<file path="src/rtl/game2048_pkg.sv">
// game2048_pkg: shared direction encoding, receiver state encoding and one-hot decode helper
package game2048_pkg;
  typedef enum logic [1:0] {DIR_UP = 2'd0, DIR_DOWN = 2'd1, DIR_LEFT = 2'd2, DIR_RIGHT = 2'd3} dir_e;
  typedef enum logic [1:0] {ST_IDLE = 2'd0, ST_REQ = 2'd1, ST_WAIT_DONE = 2'd2} dir_rx_state_e;
  function automatic dir_e onehot_to_dir(input logic [3:0] p);
    return p[3] ? DIR_UP : p[2] ? DIR_DOWN : p[1] ? DIR_LEFT : DIR_RIGHT;
  endfunction
endpackage

</file>
<file path="src/rtl/dir_cmd_fifo.sv">
// dir_cmd_fifo: 2-deep, 2-bit command FIFO with synchronous push/pop/flush and async reset
module dir_cmd_fifo (
  input  logic       clock,
  input  logic       reset,
  input  logic       flush,
  input  logic       push,
  input  logic       pop,
  input  logic [1:0] din,
  output logic [1:0] dout,
  output logic       full,
  output logic       empty
);
  logic [1:0] mem [2];
  logic       wp, rp;
  logic [1:0] cnt;
  logic       do_push, do_pop;
  assign full    = cnt == 2'd2;
  assign empty   = cnt == 2'd0;
  assign dout    = mem[rp];
  assign do_push = push && !full;
  assign do_pop  = pop && !empty;
  always_ff @(posedge clock or posedge reset) begin
    if (reset) begin
      mem[0] <= '0;
      mem[1] <= '0;
      wp     <= 1'b0;
      rp     <= 1'b0;
      cnt    <= '0;
    end else if (flush) begin
      wp  <= 1'b0;
      rp  <= 1'b0;
      cnt <= '0;
    end else begin
      if (do_push) mem[wp] <= din;
      wp  <= wp ^ do_push;
      rp  <= rp ^ do_pop;
      cnt <= cnt + 2'(do_push) - 2'(do_pop);
    end
  end
endmodule

</file>
<file path="src/rtl/direction_cmd_rx.sv">
// direction_cmd_rx: validates one-hot direction pulses and issues one move at a time over req/ack/done.
// Define DIRECTION_CMD_RX_QUEUE_EN to buffer up to two commands in dir_cmd_fifo instead of dropping them.
module direction_cmd_rx
  import game2048_pkg::*;
#(
  parameter int DROP_CNT_W = 8,
  parameter int HOLDOFF    = 2
) (
  input  logic                  clock,
  input  logic                  reset,
  input  logic [3:0]            dir_pulse,
  input  logic                  game_active,
  output logic                  move_req,
  output logic [1:0]            move_dir,
  input  logic                  move_ack,
  input  logic                  move_done,
  output logic                  busy,
  output logic                  err_multi,
  output logic [DROP_CNT_W-1:0] drop_count
);
  localparam logic [1:0] S_IDLE = ST_IDLE;
  localparam logic [1:0] S_REQ  = ST_REQ;
  localparam logic [1:0] S_WAIT = ST_WAIT_DONE;
  logic [1:0] state, state_nx;
  logic [3:0] hold, hold_nx;
  logic       onehot, multi, valid, idle_rdy, take, drop;
  logic [1:0] take_dir;
  assign onehot   = $onehot(dir_pulse);
  assign multi    = (dir_pulse != 4'd0) && !onehot;
  assign valid    = game_active && onehot;
  assign idle_rdy = (state == S_IDLE) && (hold == 4'd0);
`ifdef DIRECTION_CMD_RX_QUEUE_EN
  logic       q_full, q_empty;
  logic [1:0] q_head;
  dir_cmd_fifo u_fifo (
    .clock (clock),
    .reset (reset),
    .flush (!game_active),
    .push  (valid),
    .pop   (take),
    .din   (onehot_to_dir(dir_pulse)),
    .dout  (q_head),
    .full  (q_full),
    .empty (q_empty)
  );
  assign take     = idle_rdy && game_active && !q_empty;
  assign take_dir = q_head;
  assign drop     = valid && q_full;
`else
  // With no holdoff, a pulse coinciding with move_done is taken straight into the next request.
  assign take     = valid && (idle_rdy || ((state == S_WAIT) && move_done && (HOLDOFF == 0)));
  assign take_dir = onehot_to_dir(dir_pulse);
  assign drop     = valid && !take;
`endif
  always_comb begin
    state_nx = take ? S_REQ :
               (state == S_REQ)  ? (!game_active ? S_IDLE : move_ack ? S_WAIT : S_REQ) :
               (state == S_WAIT) ? (move_done ? S_IDLE : S_WAIT) : state;
    hold_nx  = ((state == S_WAIT) && move_done) ? 4'(HOLDOFF) :
               ((state == S_IDLE) && (hold != 4'd0)) ? hold - 4'd1 : hold;
  end
  always_ff @(posedge clock or posedge reset) begin
    if (reset) begin
      state      <= S_IDLE;
      hold       <= '0;
      move_dir   <= '0;
      err_multi  <= 1'b0;
      drop_count <= '0;
    end else begin
      state     <= state_nx;
      hold      <= hold_nx;
      err_multi <= game_active && multi;
      if (take) move_dir <= take_dir;
      if (drop && (drop_count != '1)) drop_count <= drop_count + 1'b1;
    end
  end
  assign move_req = state == S_REQ;
  assign busy     = (state != S_IDLE) || (hold != 4'd0);
endmodule

</file>
<file path="config.mk">
export PLATFORM = sky130hd
export DESIGN_NAME = direction_cmd_rx
export DESIGN_NICKNAME = d
export VERILOG_FILES = /design/src/rtl/game2048_pkg.sv /design/src/rtl/dir_cmd_fifo.sv /design/src/rtl/direction_cmd_rx.sv
export SDC_FILE = /design/constraint.sdc
export NUM_CORES = 1
export LEC_CHECK = 0
export CELL_PAD_IN_SITES_DETAIL_PLACEMENT = 1
export CELL_PAD_IN_SITES_GLOBAL_PLACEMENT = 1
export CORE_ASPECT_RATIO = 0.6
export CORE_MARGIN = 1
export CORE_UTILIZATION = 41
export CTS_CLUSTER_DIAMETER = 30
export CTS_CLUSTER_SIZE = 12
export DETAILED_ROUTE_END_ITERATION = 7
export DONT_BUFFER_PORTS = 1
export GPL_TIMING_DRIVEN = 0
export HOLD_SLACK_MARGIN = 0.08
export PLACE_DENSITY_LB_ADDON = 0.1
export SLEW_MARGIN = 20
export SYNTH_ARGS = -nofsm -noshare
export SYNTH_HDL_FRONTEND = slang
export SYNTH_HIERARCHICAL = 1
export SYNTH_SLANG_ARGS = --single-unit
</file>
<file path="constraint.sdc">
create_clock -name clock -period 1.7 [get_ports clock]
set_clock_uncertainty 0.1 [all_clocks]
set_input_delay 0.34 -clock clock [delete_from_list [all_inputs] [get_ports clock]]
set_output_delay 0.34 -clock clock [all_outputs]
set_load 0.01 [all_outputs]
</file>
==> summary.txt, run 1 <==
Worst-Margin Slew = 0.6380 ns
EDFF count, synth = 0
sum of net half-perimeters after detailed placement = 1699 um
most numerous cell types in the synthesized netlist = dfrtp_1, inv_1, nor2_1
power spent charging and discharging nets = 0.7562 mW
slew margin rel. = 57.42%
unrepaired setup endpoints after global routing = yes
DP Area = 1055 um^2
ranking of synthesized cells by area = dfrtp_1, ha_1, inv_1, xnor2_1, nor2_1
number of max-cap violations = 0
clock root buffer master = clkbuf_8
Comb power frac = 42.1%
initial antenna violation count = 0
average wire per standard cell = 17.58 um
Routability Congestion = 0.7953
final hold violation count = 0
class of the tightest hold or removal check = input pin to flip-flop
final period demand of the worst path = 2.233 ns
insertion delay of the later-clocked pin in the worst-skew pair = 0.25 ns
total non-filler cell area in the finished layout = 1315 um^2
Final Hold Slack = 0.09233 ns
Synthesis Warnings = 6
library cell with the largest summed area after synthesis = dfrtp_1
clock tree from TritonCTS = yes
DIE AREA = 2624 um^2
Main synth FF type = dfrtp_1
P per Cell Area = 1439 nW/um^2
Post-Synthesis Cells = 100
Core Region = 2228 um^2
via-per-instance ratio = 5.286
critical path startpoint category = input pin
number of nets with antenna violations after routing = 0
vias = 777
Ports = 22
critical path arrival = 2.27 ns
most numerous cell in the Yosys netlist = dfrtp_1
number of sinks handled by clock tree synthesis = 17
fraction of registers with async set or reset after synthesis = 100.0%
Setup CP Type = input pin to flip-flop
number of filler cells placed in the layout = 230
crit path max-delay cell type = fa_1
switching share of total power = 39.95%
net count after synthesis = 116
part of the total power dissipated in the clock network = 16.0%
wire length of the first global-routing pass = 3974 um
total congestion overflow = 0
run status = finished with violations
Worst-path clk slew = 0.07 ns
number of library cell types mapped by synthesis = 29
crit-path cells = inv_8 > fa_1 > inv_1 > ha_2 > ha_4 > nand4bb_4 > a211o_1 > nor3_2 > mux2_4
number of search-and-repair iterations in the first detailed-routing pass = 2
number of CTS-inserted buffers = 3
share of the clock period used by the worst path = 131.3%
FMAX = 0.4479 GHz
DIE WIDTH = 65.47 um
worst-path maximum fanout = 3
kind of end point of the critical path = flip-flop
Internal Dissipation = 1.137 mW
# setup viols final = 13
stage delay of the slowest cell on the critical path = 0.52 ns
cell area after technology mapping = 991.0 um^2
DR iter-0 viols = 12
nets = 134
count of buffers from port buffering = 0
Final WS setup = -0.5328 ns
number of synthesized register bits = 17
sequential fraction of design power = 41.9%
site row count = 13
violations in the final reports = setup timing
Die H = 40.08 um
Worst IR Drop VDD = 0.6136 mV
LEAKAGE = 0.6133 nW
Fin Setup TNS = -4.368 ns
ratio of cells with drive above 1 in the final layout = 39.32%
GRT Overall Usage = 21.80%
DRC violations left = 0
Worst EP required = 1.73 ns
max-slew violations = 0
H-tree levels = 1
fraction of synthesized cell area taken by the top area cell type = 42.93%
Final Routed Wirelength = 2584 um
via count of the first global-routing pass = 808
effective utilization at floorplan = 44.47%
CTS Buffer Depth = 2
sequential cell area fraction in the yosys report = 42.93%
post-synthesis to final-layout area growth = 32.70%
mean area per synthesized cell = 9.910 um^2
total inserted antenna cells = 0
largest net degree at the start of global routing = 18
-- registers in the layout, indices dropped and copies added, names as in the netlist --
name / flops
hold: 4
move_dir: 2
state: 2
drop_count: 8
err_multi: 1
-- power by group through the flow --
stage / combinational [mW] / sequential, mW / clock, mW
after floorplan: 0.434 / 0.734 / 0
after global placement: 0.492 / 0.775 / 0
after detailed placement: 0.530 / 0.786 / 0
after CTS: 0.732 / 0.786 / 0.308
after global routing: 0.877 / 0.820 / 0.328
final: 0.796 / 0.793 / 0.304
-- per-layer routing --
| metal | part of all wire, % | track usage (%) | vias up |
|---|---|---|---|
| met5 | 0 | 0 | - |
| met3 | 5.2 | 7.670 | 7 |
| li1 | - | - | 372 |
| met1 | 45 | 26.76 | 378 |
| met4 | 1.9 | 9.239 | 0 |
| met2 | 47 | 35.82 | 20 |
-- repair_timing --
action | in CTS | in global routing
buffers inserted | 9 | 3
hold buffers | 1 | 0
setup endpoints to repair | 13 | 16
endpoints found under the hold margin | 17 | 0
pin swaps | 15 | 6
gates resized for setup | 20 | 6
-- worst paths after layout --
check,from,to,slack (ns),cells after the start
min,game_active,err_multi$_DFF_PP0_,0.09,2
min in group asynchronous,reset,hold[1]$_DFFE_PP0P_,0.51,2
max,dir_pulse[3],drop_count[7]$_DFFE_PP0P_,-0.53,9
min reg2reg,move_dir[0]$_DFFE_PP0P_,move_dir[0]$_DFFE_PP0P_,0.48,2
max reg2reg,hold[0]$_DFFE_PP0P_,drop_count[7]$_DFFE_PP0P_,-0.31,6
max in group asynchronous,reset,state[0]$_DFFE_PP0P_,0.58,2
-- cells in the final DEF (no fill, tap or decap), types with 3 or more instances in the layout --
| master | n |
|---|---|
| dfrtp_1 | 17 |
| inv_2 | 4 |
| a21oi_1 | 6 |
| xnor2_1 | 4 |
| mux2_4 | 3 |
| nor2_1 | 6 |
| inv_1 | 8 |
| buf_6 | 3 |
| a211o_1 | 3 |
| ha_1 | 3 |
| nand2_1 | 6 |
| xor2_1 | 3 |
| clkbuf_8 | 3 |
| buf_4 | 9 |
| nor3_2 | 3 |
| nand3_2 | 4 |
-- kinds of logic (layout without fill, tap and decap cells) --
logic type | Yosys count | in the layout | synth area share [%]
and+or+nand+nor | 39 | 39 | 22.73
DFF | 17 | 17 | 42.93
buffers and inverters | 13 | 30 | 4.925
AOI/OAI and AO/OA | 12 | 12 | 7.450
adders and majority gates | 7 | 7 | 9.596
xor gates and xnor gates | 7 | 7 | 6.187
muxes | 5 | 5 | 6.187
-- critical path, delay by kind of cell --
kind | cells | cell delay (ns)
adders and majority gates | 3 | 0.91
and+or+nand+nor | 2 | 0.35
AOI/OAI and AO/OA | 1 | 0.30
muxes | 1 | 0.31
buffers and inverters | 2 | 0.05
-- metrics by stage --
step | cells | util [%] | setup WS, ns | power [mW]
4_1_cts | 144 | 56.88 | -0.5338 | 1.826
2_1_floorplan | 100 | - | -0.8311 | 1.168
3_3_place_gp | 130 | 47.33 | -0.9250 | 1.267
3_5_place_dp | 130 | 47.33 | -0.9327 | 1.316
5_1_grt | 147 | 59.01 | -0.5627 | 2.025
6_report | 147 | 59.01 | -0.5328 | 1.893
-- layout make-up --
| class | count | area (um^2) | area share, % |
|---|---|---|---|
| multi-input cells | 70 | 639.4 | 48.62 |
| flip-flops and latches | 17 | 425.4 | 32.35 |
| clock buffers | 4 | 45.04 | 3.425 |
| well taps | 30 | 37.54 | 2.854 |
| repair buffers | 13 | 111.4 | 8.468 |
| inverters | 13 | 56.30 | 4.282 |
No activity file was read; power rests on OpenSTA's default activity.
==> inputs of run 2 (changes only) <==
Settings changed: SKIP_CTS_REPAIR_TIMING set to 1.
==> run 2 against run 1 <==
Compared with the run above:
- the flow still finishes with violations (setup timing)
- fmax fell by 0.67%
- combinational power fell by 7.8%
- core utilization fell by 2.1 points
==> summary.txt, run 2 (synthesis results as in run 1) <==
DIE AREA = 2624 um^2 (unchanged)
internal reg-to-reg setup slack = -0.32 ns (about the same)
critical path startpoint category = input pin
number of nets with antenna violations after routing = 0 (unchanged)
DRC violations left = 0 (unchanged)
initial antenna violation count = 0 (unchanged)
# setup viols final = 13 (unchanged)
site row count = 13 (unchanged)
clock tree from TritonCTS = yes
slew margin rel. = 57.31% (-0.11 points)
via count of the first global-routing pass = 706 (-13%)
vias = 753 (-3.1%)
total congestion overflow = 0 (unchanged)
Die H = 40.08 um (unchanged)
max-slew violations = 0 (unchanged)
class of the tightest hold or removal check = input pin to flip-flop
number of sinks handled by clock tree synthesis = 17 (unchanged)
Ports = 22 (unchanged)
post-synthesis to final-layout area growth = 28.03%
most common library cell in the layout ignoring fill and taps = dfrtp_1
count of buffers from port buffering = 0 (unchanged)
total inserted antenna cells = 0 (unchanged)
Worst IR Drop VDD = 0.5395 mV (-12%)
Largest regs = drop_count: 8 flops, hold: 4 flops
LEAKAGE = 0.5926 nW (-3.4%)
Final WS setup = -0.5479 ns (-0.01512 ns)
unrepaired setup endpoints after global routing = yes
kind of end point of the critical path = flip-flop
number of max-cap violations = 0 (unchanged)
Routability Congestion = 0.7953 (unchanged)
ratio of cells with drive above 1 in the final layout = 32.74% (-6.6 points)
number of search-and-repair iterations in the first detailed-routing pass = 4 (+2)
final period demand of the worst path = 2.248 ns (+0.01512 ns)
GRT Overall Usage = 18.56% (-3.2 points)
wire length of the first global-routing pass = 3401 um (-14%)
largest net degree at the start of global routing = 18 (unchanged)
Reg-to-Reg End = move_dir[1]$_DFFE_PP0P_
final hold violation count = 0 (unchanged)
worst-path maximum fanout = 3 (unchanged)
Setup CP Type = input pin to flip-flop
critical path arrival = 2.28 ns (about the same)
worst r2r path cells = 7 (+1)
effective utilization at floorplan = 44.47% (unchanged)
share of the clock period used by the worst path = 132.2% (+0.89 points)
Worst-Margin Slew = 0.6396 ns (+0.001623 ns)
Fin Setup TNS = -4.171 ns (+0.1967 ns)
highest-count cells in the layout ignoring fill and taps = dfrtp_1, inv_1, nand2_1
CTS Buffer Depth = 2 (unchanged)
sum of net half-perimeters after detailed placement = 1699 um (unchanged)
Final Routed Wirelength = 2382 um (-7.8%)
P per Cell Area = 1438 nW/um^2 (-0.11%)
number of flip-flops in the largest register = 8 (unchanged)
run status = finished with violations
Worst-path clk slew = 0.07 ns (about the same)
number of CTS-inserted buffers = 3 (unchanged)
insertion delay of the later-clocked pin in the worst-skew pair = 0.26 ns (about the same)
sink of the worst hold path = err_multi$_DFF_PP0_
DIE WIDTH = 65.47 um (unchanged)
worst hold path depth = 2 (unchanged)
Hold Crit Start = game_active
register containing the most flip-flops in the final layout = drop_count
clock root buffer master = clkbuf_8
FMAX = 0.4449 GHz (-0.67%)
average wire per standard cell = 16.66 um (-5.2%)
Worst EP required = 1.74 ns (about the same)
via-per-instance ratio = 5.266 (-0.38%)
Core Region = 2228 um^2 (unchanged)
nets = 130 (-3.0%)
reg-to-reg startpoint = hold[1]$_DFFE_PP0P_
H-tree levels = 1 (unchanged)
Pwr Total = 1.824 mW (-3.6%)
DR iter-0 viols = 35 (+23)
violations in the final reports = setup timing
[run 2: metal layers]
layer	up-vias	GRT usage (%)	share of wire [%]
met2	22	28.87	44
li1	364	-	-
met3	7	7.670	6.2
met4	0	6.522	2.1
met5	-	0	0
met1	360	23.59	47
[run 2: worst max path at each step]
stage                      start                   endpoint  slack, ns  depth (start not counted)
floorplan           dir_pulse[3]  drop_count[7]$_DFFE_PP0P_      -0.83                          9
global placement    dir_pulse[3]  drop_count[7]$_DFFE_PP0P_      -0.92                          9
detailed placement  dir_pulse[3]  drop_count[7]$_DFFE_PP0P_      -0.93                          9
CTS                 dir_pulse[3]  drop_count[7]$_DFFE_PP0P_      -0.67                          9
global route        dir_pulse[1]  drop_count[7]$_DFFE_PP0P_      -0.59                          9
finish              dir_pulse[1]  drop_count[7]$_DFFE_PP0P_      -0.55                          9
[run 2: worst max-delay path: stages]
cell and delay (ns):
inv_8 0.02, fa_1 0.52, inv_1 0.04, ha_2 0.17, ha_4 0.21, nand4bb_4 0.19, a211o_1 0.34, nor3_2 0.15
mux2_4 0.31
[run 2: where the power goes]
group	switching [mW]	internal (mW)	total [mW]
sequential	0.232	0.556	0.788
combinational	0.347	0.387	0.734
clock	0.136	0.166	0.302
[run 2: cell type report]
| type | count | area, um^2 |
|---|---|---|
| clock buffers | 4 | 45.04 |
| fillers | 227 | 959.7 |
| inverters | 13 | 63.81 |
| multi-input cells | 70 | 619.3 |
| flip-flops and latches | 17 | 425.4 |
| well taps | 30 | 37.54 |
| repair buffers | 9 | 77.57 |
[run 2: per-stage QoR]
stage               instances  area (um^2)  hold WS [ns]  util (%)  setup slack [ns]
floorplan                 100         1017        0.1661         -           -0.8311
global placement          130         1055        0.2667     47.33           -0.9250
detailed placement        130         1055        0.2541     47.33           -0.9327
CTS                       134         1100      -0.02310     49.35           -0.6722
global route              143         1269        0.1120     56.93           -0.5944
finish                    143         1269       0.09109     56.93           -0.5479
==> inputs of run 3 (changes only) <==
Settings changed: ABC_AREA set to 1.
==> run 3 against run 2 <==
Compared with the run above:
- area after synthesis up 13%
- the run still ends with setup timing left
- first-iteration DRC count is 14% higher
- critical path type unchanged
- final cell count increased by 22%
- routed wire length increased by 3.4%
- largest cell class unchanged
- global-route usage rose by 0.44 points
- sequential share of layout area decreased by 0.33 points
- core utilization decreased by 6.8 points
- critical endpoint is now drop_count[4]$_DFFE_PP0P_
- via count increased by 18%
==> summary.txt, run 3 <==
Compound-Gate Fraction of Synth Area = 5.128% (-2.3 points)
post-synthesis adder-cell area fraction = 8.473% (-1.1 points)
Worst EP required = 1.75 ns (about the same)
combinational family with the most area after synthesis = simple AND/OR/NAND/NOR gates
EDFF count, synth = 0 (unchanged)
number of filler cells placed in the layout = 300 (+32%)
Inst Count DP = 169 (+30%)
count of buffers from port buffering = 0 (unchanged)
# setup viols final = 10 (-3)
xor/xnor share of the synthesized area = 3.122% (-3.1 points)
share of the clock period used by the worst path = 111.9% (-20 points)
GRT Overall Usage = 19.00% (+0.44 points)
wire length of the first global-routing pass = 4222 um (+24%)
number of max-cap violations = 0 (unchanged)
number of search-and-repair iterations in the first detailed-routing pass = 4 (unchanged)
number of synthesized register bits = 17 (unchanged)
via-per-instance ratio = 5.091 (-3.3%)
final period demand of the worst path = 1.902 ns (-0.3464 ns)
Largest regs = drop_count: 8 flops, hold: 4 flops
fraction of registers with async set or reset after synthesis = 100.0% (unchanged)
Synthesis Warnings = 6 (unchanged)
largest net degree at the start of global routing = 18 (unchanged)
worst r2r path cells = 7 (unchanged)
unrepaired setup endpoints after global routing = yes
register containing the most flip-flops in the final layout = drop_count
number of flip-flops in the largest register = 8 (unchanged)
Post-Synthesis Cells = 137 (+37%)
Post-Place Setup Slack = -0.5815 ns (+0.3512 ns)
number of CTS-inserted buffers = 3 (unchanged)
fraction of synthesized cell area taken by the top area cell type = 37.90% (-5.0 points)
library cell with the largest summed area after synthesis = dfrtp_1
post-route non-filler standard cell count = 175 (+22%)
Final Hold Slack = 0.1058 ns (+0.01472 ns)
sum of net half-perimeters after detailed placement = 2048 um (+21%)
most numerous cell in the Yosys netlist = nand2_1
worst-path maximum fanout = 8 (+5)
FMAX = 0.5259 GHz (+18%)
Main synth FF type = dfrtp_1
effective utilization at floorplan = 43.88% (-0.58 points)
slew margin rel. = 57.76% (+0.45 points)
simple logic cell fraction of the synthesized area = 37.57% (+15 points)
highest-count cells in the layout ignoring fill and taps = nand2_1, dfrtp_1, inv_1
ratio of cells with drive above 1 in the final layout = 24.48% (-8.3 points)
final hold violation count = 0 (unchanged)
run status = finished with violations
DRC violations left = 0 (unchanged)
Setup CP Type = input pin to flip-flop
sequential cell area fraction in the yosys report = 37.90% (-5.0 points)
max-slew violations = 0 (unchanged)
average wire per standard cell = 14.07 um (-16%)
vias = 891 (+18%)
kind of end point of the critical path = flip-flop
number of sinks handled by clock tree synthesis = 17 (unchanged)
Final WS setup = -0.2015 ns (+0.3464 ns)
number of nets with antenna violations after routing = 0 (unchanged)
number of library cell types mapped by synthesis = 24 (-17%)
Ports = 22 (unchanged)
cell area after technology mapping = 1122 um^2 (+13%)
Worst IR Drop VDD = 0.4084 mV (-24%)
LEAKAGE = 0.6469 nW (+9.2%)
class of the tightest hold or removal check = input pin to flip-flop
ranking of synthesized cells by area = dfrtp_1, nand2_1, ha_1, nand3_4, inv_1
clock tree from TritonCTS = yes
violations in the final reports = setup timing
worst hold path depth = 2 (unchanged)
DIE WIDTH = 69.55 um (+6.2%)
Worst-Margin Slew = 0.6328 ns (-0.006758 ns)
DIE AREA = 2957 um^2 (+13%)
most numerous cell types in the synthesized netlist = nand2_1, dfrtp_1, inv_1
H-tree levels = 1 (unchanged)
P per Cell Area = 1227 nW/um^2 (-15%)
Die H = 42.53 um (+6.1%)
most common library cell in the layout ignoring fill and taps = nand2_1
CTS Buffer Depth = 2 (unchanged)
multiplexer fraction of the synthesized cell area = 0% (-6.2 points)
DR iter-0 viols = 40 (+14%)
post-synthesis to final-layout area growth = 14.16%
Worst-path clk slew = 0.07 ns (about the same)
total congestion overflow = 0 (unchanged)
critical path startpoint category = input pin
site row count = 14 (+1)
nets = 160 (+23%)
mean area per synthesized cell = 8.192 um^2 (-17%)
net count after synthesis = 153 (+32%)
Final Routed Wirelength = 2463 um (+3.4%)
via count of the first global-routing pass = 874 (+24%)
critical path arrival = 1.95 ns (-0.33 ns)
Routability Congestion = 0.7051 (-11%)
Core Region = 2557 um^2 (+15%)
total inserted antenna cells = 0 (unchanged)
clock root buffer master = clkbuf_8
initial antenna violation count = 0 (unchanged)
insertion delay of the later-clocked pin in the worst-skew pair = 0.26 ns (about the same)
[run 3: critical path, stage by stage]
cell and delay [ns]:
inv_8 0.02, fa_1 0.55, inv_2 0.05, ha_4 0.15
ha_4 0.20, inv_2 0.06, nand3_4 0.08, nor2_8 0.18
nand3_4 0.16, nand2_1 0.10, nand2_1 0.05
[run 3: area by class of cell]
cell class	count	area [um^2]	share of cell area, %
inverters	23	102.6	8.008
flip-flops and latches	17	425.4	33.20
clock inverters	1	5.005	0.3906
clock buffers	3	41.29	3.223
multi-input cells	97	649.4	50.68
repair buffers	2	17.52	1.367
well taps	32	40.04	3.125
[run 3: cell families (layout without fill, tap and decap cells)]
logic type      count (synthesis)  in the layout
compound gates                 11             11
simple gates                   75             75
xor+xnor                        4              4
flops                          17             17
fa+ha+maj                       7              7
buf+inv                        23             29
[run 3: path summary, 6_finish.rpt]
check                                          start                         to  slack, ns
setup / recovery                        dir_pulse[1]  drop_count[4]$_DFFE_PP0P_      -0.20
hold / removal                           game_active        err_multi$_DFF_PP0_       0.11
setup reg to reg           drop_count[0]$_DFFE_PP0P_  drop_count[4]$_DFFE_PP0P_       0.14
hold reg to reg                  hold[0]$_DFFE_PP0P_        hold[0]$_DFFE_PP0P_       0.39
max in group asynchronous                      reset        hold[1]$_DFFE_PP0P_       0.59
min in group asynchronous                      reset        hold[0]$_DFFE_PP0P_       0.51
[run 3: report_power, final]
group	switching, mW	internal, mW	total [mW]
sequential	0.148	0.515	0.663
combinational	0.369	0.234	0.604
clock	0.143	0.163	0.305
[run 3: layer usage]
layer | global-route usage (%) | up-vias | part of all wire, %
met2 | 29.32 | 16 | 46
met4 | 4.898 | 0 | 0.77
met3 | 7.212 | 4 | 4.9
met1 | 25.11 | 428 | 48
met5 | 0 | - | 0
li1 | - | 443 | -
[run 3: through the flow]
step                      setup TNS (ns)  util [%]  instance area, um^2  total power [mW]
after floorplan                   -4.043         -                 1145             1.102
after global placement            -5.094     46.33                 1185             1.191
after CTS                         -2.727     48.14                 1231             1.562
after detailed placement          -5.885     46.33                 1185             1.252
after global routing              -2.519     50.10                 1281             1.690
final                             -1.791     50.10                 1281             1.572
